`src/rtl/hazard_stall_unit.sv`:
```
// Decode-stage hazard and sequencing unit: runs the two-round LDW/SDW sequence, detects load-use
// hazards, selects forwarding sources and flags illegal double-word encodings.
module hazard_stall_unit #(
    parameter int REG_W     = 4,
    parameter int OP_W      = 6,
    parameter int EXC_CNT_W = 8
) (
    input  logic                 clk,
    input  logic                 rst_n,
    input  logic [OP_W-1:0]      opcode_id,
    input  logic [REG_W-1:0]     rs_id,
    input  logic [REG_W-1:0]     rt_id,
    input  logic [REG_W-1:0]     rd_id,
    input  logic                 flush_id,
    input  logic [REG_W-1:0]     ex_rd,
    input  logic [REG_W-1:0]     mem_rd,
    input  logic [REG_W-1:0]     wb_rd,
    input  logic                 ex_regwr,
    input  logic                 mem_regwr,
    input  logic                 wb_regwr,
    input  logic                 ex_memrd,
    output logic                 stall,
    output logic                 pc_hold,
    output logic                 ifid_hold,
    output logic [1:0]           ForwardA,
    output logic [1:0]           ForwardB,
    output logic                 Exception,
    output logic                 round2,
    output logic [EXC_CNT_W-1:0] exc_count
);

    localparam logic [OP_W-1:0] OP_SW  = OP_W'(7);
    localparam logic [OP_W-1:0] OP_LDW = OP_W'(8);
    localparam logic [OP_W-1:0] OP_SDW = OP_W'(9);
    localparam logic [EXC_CNT_W-1:0] EXC_MAX = {EXC_CNT_W{1'b1}};

    typedef enum logic [0:0] {
        IDLE   = 1'b0,
        ROUND2 = 1'b1
    } state_t;

    state_t                 state_r;
    state_t                 state_nxt_s;
    logic [EXC_CNT_W-1:0]   exc_count_r;

    logic                   is_dw_s;
    logic                   illegal_s;
    logic                   load_use_s;
    logic [REG_W-1:0]       src_b_s;
    logic                   stall_s;
    logic                   hold_s;
    logic                   exception_s;
    logic                   round2_s;
    logic [1:0]             fwd_a_s;
    logic [1:0]             fwd_b_s;

    // Forward select for one source. A load in EX only reports an EX match while it is causing
    // the load-use bubble, so the control unit can spot the LDW base-register case.
    function automatic logic [1:0] fwd_sel(
        input logic [REG_W-1:0] src,
        input logic [REG_W-1:0] e_rd,
        input logic             e_wr,
        input logic             e_ld,
        input logic             lu,
        input logic [REG_W-1:0] m_rd,
        input logic             m_wr,
        input logic [REG_W-1:0] w_rd,
        input logic             w_wr
    );
        logic [1:0] sel;
        if (e_wr && (e_rd == src) && (!e_ld || lu)) begin
            sel = 2'd1;
        end else if (m_wr && (m_rd == src)) begin
            sel = 2'd2;
        end else if (w_wr && (w_rd == src)) begin
            sel = 2'd3;
        end else begin
            sel = 2'd0;
        end
        return sel;
    endfunction

    // Source-B register; SDW round 2 reads the odd half of the register pair.
    always_comb begin
        src_b_s = rt_id;
        if (opcode_id == OP_SW) begin
            src_b_s = rd_id;
        end else if (opcode_id == OP_SDW) begin
            if (state_r == ROUND2) begin
                src_b_s = {rd_id[REG_W-1:1], 1'b1};
            end else begin
                src_b_s = rd_id;
            end
        end else begin
            src_b_s = rt_id;
        end
    end

    assign is_dw_s    = (opcode_id == OP_LDW) || (opcode_id == OP_SDW);
    assign illegal_s  = (state_r == IDLE) && is_dw_s &&
                        (rd_id[0] || ((opcode_id == OP_LDW) && (rs_id == rd_id)));
    assign load_use_s = (state_r == IDLE) && ex_memrd && ex_regwr &&
                        ((ex_rd == rs_id) || (ex_rd == src_b_s));

    // Per-source forwarding selects, independent of the stall/sequence priority chain.
    always_comb begin
        fwd_a_s = fwd_sel(rs_id, ex_rd, ex_regwr, ex_memrd, load_use_s,
                          mem_rd, mem_regwr, wb_rd, wb_regwr);
        fwd_b_s = fwd_sel(src_b_s, ex_rd, ex_regwr, ex_memrd, load_use_s,
                          mem_rd, mem_regwr, wb_rd, wb_regwr);
    end

    // Sequencing priority: flush, round 2, illegal encoding, load-use, double-word start.
    always_comb begin
        state_nxt_s = state_r;
        stall_s     = 1'b0;
        hold_s      = 1'b0;
        exception_s = 1'b0;
        round2_s    = 1'b0;
        if (flush_id) begin
            state_nxt_s = IDLE;
        end else begin
            case (state_r)
                ROUND2: begin
                    round2_s    = 1'b1;
                    state_nxt_s = IDLE;
                end
                IDLE: begin
                    if (illegal_s) begin
                        exception_s = 1'b1;
                    end else if (load_use_s) begin
                        stall_s = 1'b1;
                        hold_s  = 1'b1;
                    end else if (is_dw_s) begin
                        stall_s     = 1'b1;
                        hold_s      = 1'b1;
                        state_nxt_s = ROUND2;
                    end else begin
                        state_nxt_s = IDLE;
                    end
                end
                default: begin
                    state_nxt_s = IDLE;
                end
            endcase
        end
    end

    // FSM state register.
    always_ff @(posedge clk or negedge rst_n) begin
        if (!rst_n) begin
            state_r <= IDLE;
        end else begin
            state_r <= state_nxt_s;
        end
    end

    // Saturating count of cycles that raised Exception.
    always_ff @(posedge clk or negedge rst_n) begin
        if (!rst_n) begin
            exc_count_r <= {EXC_CNT_W{1'b0}};
        end else if (exception_s && (exc_count_r != EXC_MAX)) begin
            exc_count_r <= exc_count_r + EXC_CNT_W'(1);
        end else begin
            exc_count_r <= exc_count_r;
        end
    end

    assign stall     = stall_s;
    assign pc_hold   = hold_s;
    assign ifid_hold = hold_s;
    assign Exception = exception_s;
    assign round2    = round2_s;
    assign ForwardA  = fwd_a_s;
    assign ForwardB  = fwd_b_s;
    assign exc_count = exc_count_r;

endmodule

```
`config.mk`:
```
export PLATFORM = sky130hd
export DESIGN_NAME = hazard_stall_unit
export DESIGN_NICKNAME = d
export VERILOG_FILES = /design/src/rtl/hazard_stall_unit.sv
export SDC_FILE = /design/constraint.sdc
export NUM_CORES = 1
export LEC_CHECK = 0
export CAP_MARGIN = 20
export CELL_PAD_IN_SITES_DETAIL_PLACEMENT = 1
export CELL_PAD_IN_SITES_GLOBAL_PLACEMENT = 1
export CORE_MARGIN = 2
export CORE_UTILIZATION = 26
export DETAILED_ROUTE_END_ITERATION = 16
export PLACE_DENSITY = 0.82
export SLEW_MARGIN = 20
export SYNTH_ARGS = -nofsm -noshare
export SYNTH_HDL_FRONTEND = slang
export SYNTH_SLANG_ARGS = --single-unit
```
`constraint.sdc`:
```
create_clock -name clk -period 2.4 [get_ports clk]
set_clock_uncertainty 0.1 [all_clocks]
set_input_delay 0.48 -clock clk [delete_from_list [all_inputs] [get_ports clk]]
set_output_delay 0.48 -clock clk [all_outputs]
set_load 0.01 [all_outputs]
```
# After elaboration in Yosys (flattened, before gate mapping)
# Cells that the tools add are included.
# totals
register_bits	9
input_bits	37
out_inout_bits	17
# classes
bitwise	1
n_addsub	1
eq_ne	11
reduce_logical	20
mux	23
# ops
operator	n
equality test 4 bit	7
logical AND 1 bit	15
two-way mux 1 bit	14
equality test 6 x 4 -> 1 bit (second input constant)	2
two-way mux 2 bit	6
adder 8 x 1 -> 8 bit (second input constant)	1
two-way mux 4 bit	2
!= test 8 bit (second input constant)	1
equality test 6 x 3 -> 1 bit (second input constant)	1
logical OR 1 bit	4
one-hot mux 1 bit (2 select lines)	1
logical NOT 1 bit	1
NOT 1 bit	1

# Depth between registers and ports, before layout
# Gate-level depths: netlist (run 1).
# depth
depth_word	10
ltp_mapped	8
mapped_depth_nobuf	6

# Worst setup path after synthesis (run 1)
# No wires, ideal clock.
# synth_path
path_type	input-to-output
from	in opcode_id[3]
to	out pc_hold
t_arrival_ns	2.179
stages	7
slack_ns	-0.359
n_path_buf	1
cell_sequence	and3b_4 -> o211ai_4 -> mux2i_4 -> o221a_2 -> a21oi_2 -> o21ai_0 -> buf_4
# synth_via
elab_chain_len	10
# synth_rtl
element	line	text
from (decl)	10	input logic [OP_W-1:0] opcode_id,
equality test 6 x 4 -> 1 bit	88, 99	
two-way mux 4 bit	88	end else if (opcode_id == OP_SDW) begin
two-way mux 4 bit	86	if (opcode_id == OP_SW) begin
equality test 4 bit	103	((ex_rd == rs_id) || (ex_rd == src_b_s));
logical OR 1 bit	103	
logical AND 1 bit	102	assign load_use_s = (state_r == IDLE) && ex_memrd && ex_regwr &&
two-way mux 1 bit	131	end else if (load_use_s) begin
two-way mux 1 bit (*)	129	if (illegal_s) begin
two-way mux 1 bit (*)	123	case (state_r)
two-way mux 1 bit (*)	120	if (flush_id) begin
to (decl)	23	output logic pc_hold,
# Mark *: on every way between the ends. The rest lies on a longest branch, timed or not.

# Worst setup path in the final report (run 1)
# layout_path
from	in opcode_id[2]
to	out ForwardB[0]
# layout_via
elab_chain_len	9
# layout_rtl
element	line	text
equality test 6 x 4 -> 1 bit	88	
two-way mux 4 bit	88	
two-way mux 4 bit (*)	86	
equality test 4 bit	71, 103	
logical OR 1 bit	103	
logical AND 1 bit	102	
logical OR 1 bit	71	if (e_wr && (e_rd == src) && (!e_ld || lu)) begin
logical AND 1 bit	71	
two-way mux 2 bit (*)	71	
to (decl)	26	output logic [1:0] ForwardB,
# Marked as above.

==> results.yml, run 1 <==
logic_synthesis:
  async_reset_ff_frac: 1.00
  synth_edf_count: 0
  synth_cell_types: 43
  synth_area_um2: 1110
  synth_cells: 120
  ys.flop_type: "dfrtp_1"
  synth.most_common_cell: "xor2_1"
  yosysSeqAreaShare: 0.203
  yosysWarnings: 0
  ys_ff_latch: 9
  synth_largest_area_cell: "dfrtp_1"
  yosysTopAreaCellShare: 0.203
  avgSynthCellArea_um2: 9.24
  syn_nets: 158
  synth_top_cells_by_area: "dfrtp_1, xor2_1, xnor2_1, nand2_1, nand4_1"
  netlist_top_cells_count: "xor2_1, xnor2_1, nand2_1"
finish:
  drive_above_1_share: 0.537
  fin_area_um2: 2320
  syn_to_final_growth_pct: 109
  final_nets: 266
  diodes: 0
detailed_routing:
  via_per_inst: 4.89
  num_vias: 1354
  wl_mm: 4.90
  drc_errors: 0
  drtIter0Drc: 22
  antenna_left: 0
  wire_per_inst_um: 17.7
  dr.pass1.iters: 4
clocking:
  cts_max_level: 1
  clk_path_buf_depth: 2
  cts_buffers: 3
  clk_latency_ns: 0.23
  cts_hold_buf: 0
  clkSinkCount: 9
  ctsRootBufferMaster: "clkbuf_8"
  clkTransAtPathRegs_ns: 0.04
  cts_tree: "built"
placement:
  placed_cell_area_um2: 1980
  place_ws_ns: -1.19
  hpwl_mm: 3.74
  numPortBuffers: 53
  gp_congestion: 0.942
power_and_ir_drop:
  p_leak_nw: 1.01
  power.density_nw_per_um2: 290
  vdd_drop_max_mv: 0.287
floorplan:
  ioPinCount: 54
  die_width_um: 69.3
  rows: 23
  core-area_um2: 4060
  die-area_um2: 4800
  chipHeight_um: 69.3
  start_util: 0.273
sta:
  max_freq_ghz: 0.349
  worst_pin_slew_ns: 0.414
  period_needed_ns: 2.86
  fin_crit_sh: 1.19
  rsz0062_at_grt: "yes"
  maxSlewViolCount: 0
  setup_viol: 6
  finalHoldViolCount: 0
  setup_tns_ns: -1.80
  worst_slack_ns: -0.463
  slew_headroom: 0.723
worst_setup_path:
  required_ns: 1.82
  critPathCaptureType: "output pin"
  rr_worst_depth: 8
  worst-path-max-fanout: 3
  cp.arrival_ns: 2.28
  crit_type: "in2out"
  start_kind: "input pin"
run_status:
  violations: "negative setup slack"
  outcome: "complete, but fails checks"
global_route:
  first_global_vias: 1547
  grt_max_degree: 10
  grt_usage: 0.205
  overflow: 0
  grt_pass1_wl_mm: 7.83
  antenna_found_initial: 0
min_path:
  hp-class: "reg2reg"
  holdPathStages: 1
flow_run:
  cap_viol_max_count: 0
worst max-delay path, cell delays in order:
cell       delay [ns]
buf_8            0.10
nor3b_4          0.20
buf_6            0.14
buf_6            0.09
a21oi_4          0.05
o32ai_4          0.33
xnor2_2          0.12
a2111oi_4        0.37
buf_4            0.18
o32ai_4          0.06
buf_2            0.15
stage by stage:
step                      utilization  std cells  hold WS, ns  total power [mW]
after floorplan                     -        120       0.0844             0.269
after global placement          0.488        258        0.375             0.435
after detailed placement        0.488        258        0.388             0.446
after CTS                       0.554        276        0.393             0.655
after global routing            0.572        277        0.440             0.710
final                           0.572        277        0.390             0.673
metal layers:
layer,routed length [µm],vias up,global-route usage
met5,0,-,0
met4,82,0,0.0436
met3,150,9,0.0233
met2,2800,40,0.418
met1,1860,648,0.221
li1,-,657,-
registers in the layout, indices dropped and copies added, names as in the netlist:
register / cells
state_r: 1
exc_count: 8
logic make-up (layout without fill, tap and decap cells):
kind of cell	count (synthesis)	in the layout	synth area share
flip-flops	9	9	0.203
multiplexers	3	3	0.0395
XOR/XNOR	29	29	0.229
AND/OR/NAND/NOR	43	43	0.228
buffers and inverters	9	116	0.0418
AO/OA/AOI/OAI	26	26	0.247
adder cells (fa/ha/maj)	1	1	0.0113
placed cells by master, fill, tap and decap left out, types with 3 or more instances in the layout:
cell / instances
clkbuf_2: 5
clkbuf_8: 3
nand3_1: 3
clkdlybuf4s50_1: 20
xnor2_1: 12
buf_2: 8
buf_6: 13
xor2_1: 13
nor2_1: 4
buf_4: 42
dlygate4sd2_1: 11
nand2_1: 9
dfrtp_1: 9
clkdlybuf4s15_2: 4
o221ai_2: 3
nand4_1: 6
inv_2: 3
report_power, final:
part	total, mW	switching, mW	internal [mW]
clock	0.177	0.0613	0.116
sequential	0.167	0.00831	0.159
combinational	0.328	0.151	0.178
total	0.673	0.220	0.453
final cells by class:
cell class	count	area, µm²
Sequential cell	9	225
Fill cell	454	1740
Inverter	5	18.8
Clock buffer	4	45.0
Multi-Input combinational cell	102	1050
Tap cell	50	62.6
Timing Repair Buffer	107	923
path summary, 6_finish.rpt:
check	from	endpoint	slack [ns]
worst min-delay path	exc_count[6]	exc_count[6]	0.39
worst max register to register	state_r	state_r	0.53
worst min register to register	exc_count[6]	exc_count[6]	0.39
min in group asynchronous	rst_n	exc_count[7]	0.45
worst max-delay path	opcode_id[2]	ForwardB[0]	-0.46
max in group asynchronous	rst_n	exc_count[0]	1.46
repair_timing:
item | CTS | global route
setup endpoints to repair | 15 | 13
pin swaps | 23 | 19
resized for setup | 112 | 26
buffers inserted | 14 | 1
(Power assumes the default switching activity.)
==> run 2: changes to the inputs <==
--- a/config.mk
+++ b/config.mk
@@ -5,13 +5,15 @@
 export SDC_FILE = /design/constraint.sdc
 export NUM_CORES = 1
 export LEC_CHECK = 0
+export ABC_AREA = 1
 export CAP_MARGIN = 20
 export CELL_PAD_IN_SITES_DETAIL_PLACEMENT = 1
 export CELL_PAD_IN_SITES_GLOBAL_PLACEMENT = 1
 export CORE_MARGIN = 2
-export CORE_UTILIZATION = 26
+export CORE_UTILIZATION = 25
 export DETAILED_ROUTE_END_ITERATION = 16
-export PLACE_DENSITY = 0.82
+export HOLD_SLACK_MARGIN = 0.08
+export PLACE_DENSITY = 0.83
 export SLEW_MARGIN = 20
 export SYNTH_ARGS = -nofsm -noshare
 export SYNTH_HDL_FRONTEND = slang
==> results.yml, run 2 <==
global_route:
  grt_pass1_wl_mm: 8.16
  overflow: 0
  antenna_found_initial: 0
  grt_usage: 0.190
  first_global_vias: 1749
  grt_max_degree: 10
placement:
  hpwl_mm: 3.80
  numPortBuffers: 53
  placed_cell_area_um2: 2000
  gp_congestion: 0.904
clocking:
  cts_max_level: 1
  cts_tree: "built"
  clk_path_buf_depth: 2
  cts_buffers: 3
  cts_hold_buf: 0
  ctsRootBufferMaster: "clkbuf_8"
  clk_latency_ns: 0.24
  clkTransAtPathRegs_ns: 0.05
  clkSinkCount: 9
flow_run:
  cap_viol_max_count: 0
logic_synthesis:
  avgSynthCellArea_um2: 5.96
  yosysSeqAreaShare: 0.185
  synth_largest_area_cell: "dfrtp_1"
  synth_area_um2: 1220
  netlist_top_cells_count: "nand2_1, inv_1, nand3_1"
  synth_cells: 204
  yosysTopAreaCellShare: 0.185
  synth.most_common_cell: "nand2_1"
  synth_cell_types: 33
  async_reset_ff_frac: 1.00
  ys.flop_type: "dfrtp_1"
  syn_nets: 242
  yosysWarnings: 0
  synth_edf_count: 0
  synth_top_cells_by_area: "dfrtp_1, nand2_1, inv_1, nand3_1, xor2_1"
  ys_ff_latch: 9
sta:
  slew_headroom: 0.727
  fin_crit_sh: 1.08
  setup_viol: 7
  setup_tns_ns: -1.06
  period_needed_ns: 2.60
  rsz0062_at_grt: "yes"
  maxSlewViolCount: 0
  finalHoldViolCount: 0
  hold_ws_ns: 0.443
  worst_slack_ns: -0.198
  max_freq_ghz: 0.385
  worst_pin_slew_ns: 0.409
run_status:
  violations: "negative setup slack"
  outcome: "complete, but fails checks"
finish:
  largest_register_ffs: 8
  diodes: 0
  final_cell_mix: "nand2_1, buf_4, inv_1, clkdlybuf4s50_1, nand2_2"
  final_nets: 330
  fin_area_um2: 2240
  seqCellArea_um2: 225
  nFillCells: 623
  syn_to_final_growth_pct: 84.1
  drive_above_1_share: 0.364
  final_common_cell: "nand2_1"
  multi_input_area_um2: 1010
power_and_ir_drop:
  p_switching_uw: 245
  comb_power_share: 0.472
  vdd_drop_max_mv: 0.190
  power.density_nw_per_um2: 311
  power_frac_clock: 0.259
  pwr-share-seq: 0.268
  p_int_uw: 450
  swShare: 0.353
  p_leak_nw: 1.21
detailed_routing:
  via_per_inst: 4.80
  wire_per_inst_um: 15.4
  wl_met1_mm: 2.13
  num_vias: 1656
  drc_errors: 0
  top_layer: "met4"
  antenna_left: 0
  dr.pass1.iters: 6
  wl_met3_um: 216
  wl_met2_mm: 2.83
  drtIter0Drc: 56
  wl_mm: 5.31
min_path:
  hp-class: "in2async"
worst_setup_path:
  worst-path-max-fanout: 3
  required_ns: 1.82
  crit_type: "in2out"
  start_kind: "input pin"
  critPathBufInv: 4
  critPathCaptureType: "output pin"
  crit_path_cell_trace: "buf_2 > inv_2 > nand2_1 > nor2_2 > nand3_1 > nand3_2 > nand2_4 > buf_6 > xor2_1 > nand3b_1 > a21o_1 > nand2_1 > buf_2"
  crit_family: "simple AND/OR/NAND/NOR gates"
  cp.arrival_ns: 2.02
  cpPeakStageDelay_ns: 0.17
  slowest_stage: "nand3b_1"
floorplan:
  chipHeight_um: 73.7
  ioPinCount: 54
  rows: 25
  die_width_um: 73.7
  core-area_um2: 4690
  die-area_um2: 5440
  start_util: 0.259
==> run 2: cell count changes in the layout (fill, tap and decap cells not counted), sizes merged, moves of 4 or more <==
cell           change
a21oi              +4
buf               -18
clkbuf             -5
clkdlybuf4s15      -6
clkdlybuf4s50      +6
inv               +34
nand2             +57
nand3             +15
nand4              -4
nor2               +9
o21ai              +5
o221ai             -4
xnor2              -7
xor2               -8
==> run 2: what timing repair did <==
action	CTS	global route
pin swaps	30	13
cloned	0	0
setup endpoints to repair	8	9
setup buffers	4	2
gates resized for setup	103	24
==> run 2: path summary, 6_finish.rpt <==
check	slack, ns	endpoint	cells after the start	from
worst max-delay path	-0.20	ForwardB[0]	13	opcode_id[2]
worst min-delay path	0.44	exc_count[3]	1	rst_n
worst max register to register	0.38	exc_count[6]	7	exc_count[0]
worst min register to register	0.47	exc_count[0]	1	exc_count[0]
max in group asynchronous	1.47	exc_count[4]	1	rst_n
min in group clk	0.47	exc_count[0]	1	exc_count[0]
==> run 2: power groups by stage <==
stage,Sequential (mW),Clock (mW),Combinational [mW]
2_1_floorplan,0.194,0,0.113
3_3_place_gp,0.188,0,0.284
3_5_place_dp,0.189,0,0.293
4_1_cts,0.187,0.183,0.306
5_1_grt,0.189,0.195,0.357
6_report,0.187,0.180,0.329
==> run 2: layout make-up <==
cell class	count	area share
Multi-Input combinational cell	152	0.452
Timing Repair Buffer	86	0.330
Sequential cell	9	0.101
Inverter	40	0.0676
Tap cell	54	0.0302
Clock buffer	4	0.0201
==> run 2: stage by stage <==
stage	worst slack, ns	util	std cells	total power, mW
after floorplan	0.0526	-	204	0.307
after global placement	-0.945	0.426	335	0.472
after detailed placement	-1.02	0.426	335	0.482
after CTS	-0.130	0.454	343	0.676
after global routing	-0.341	0.477	345	0.741
final	-0.198	0.477	345	0.696
==> run 2: kinds of logic (layout without fill, tap and decap cells) <==
| kind of cell | Yosys count | count (layout) | synth area share |
|---|---|---|---|
| buf+inv | 43 | 130 | 0.141 |
| flops | 9 | 9 | 0.185 |
| xor+xnor | 14 | 14 | 0.101 |
| fa+ha+maj | 1 | 1 | 0.0103 |
| simple gates | 114 | 114 | 0.450 |
| compound gates | 23 | 23 | 0.113 |
==> run 2: metal layers <==
metal / global-route usage / vias to the layer above
li1: - / 813
met5: 0 / -
met4: 0.0424 / 0
met2: 0.351 / 48
met3: 0.0247 / 13
met1: 0.231 / 782
==> run 2: worst register-to-register path, cell delays in order (launching register included) <==
cell and delay (ns):
dfrtp_1 0.42, ha_1 0.22, nand3_1 0.15, nor3_1 0.30, nand3_1 0.15, nand2_2 0.20
clkinv_2 0.17, o21ai_0 0.21
==> run 3: changes to the inputs <==
--- a/config.mk
+++ b/config.mk
@@ -14,7 +14,6 @@
 export DETAILED_ROUTE_END_ITERATION = 16
 export HOLD_SLACK_MARGIN = 0.08
 export PLACE_DENSITY = 0.83
-export SLEW_MARGIN = 20
 export SYNTH_ARGS = -nofsm -noshare
 export SYNTH_HDL_FRONTEND = slang
 export SYNTH_SLANG_ARGS = --single-unit
==> results of run 3 <==
Final layout, timing and power as in run 2 (identical DEF).
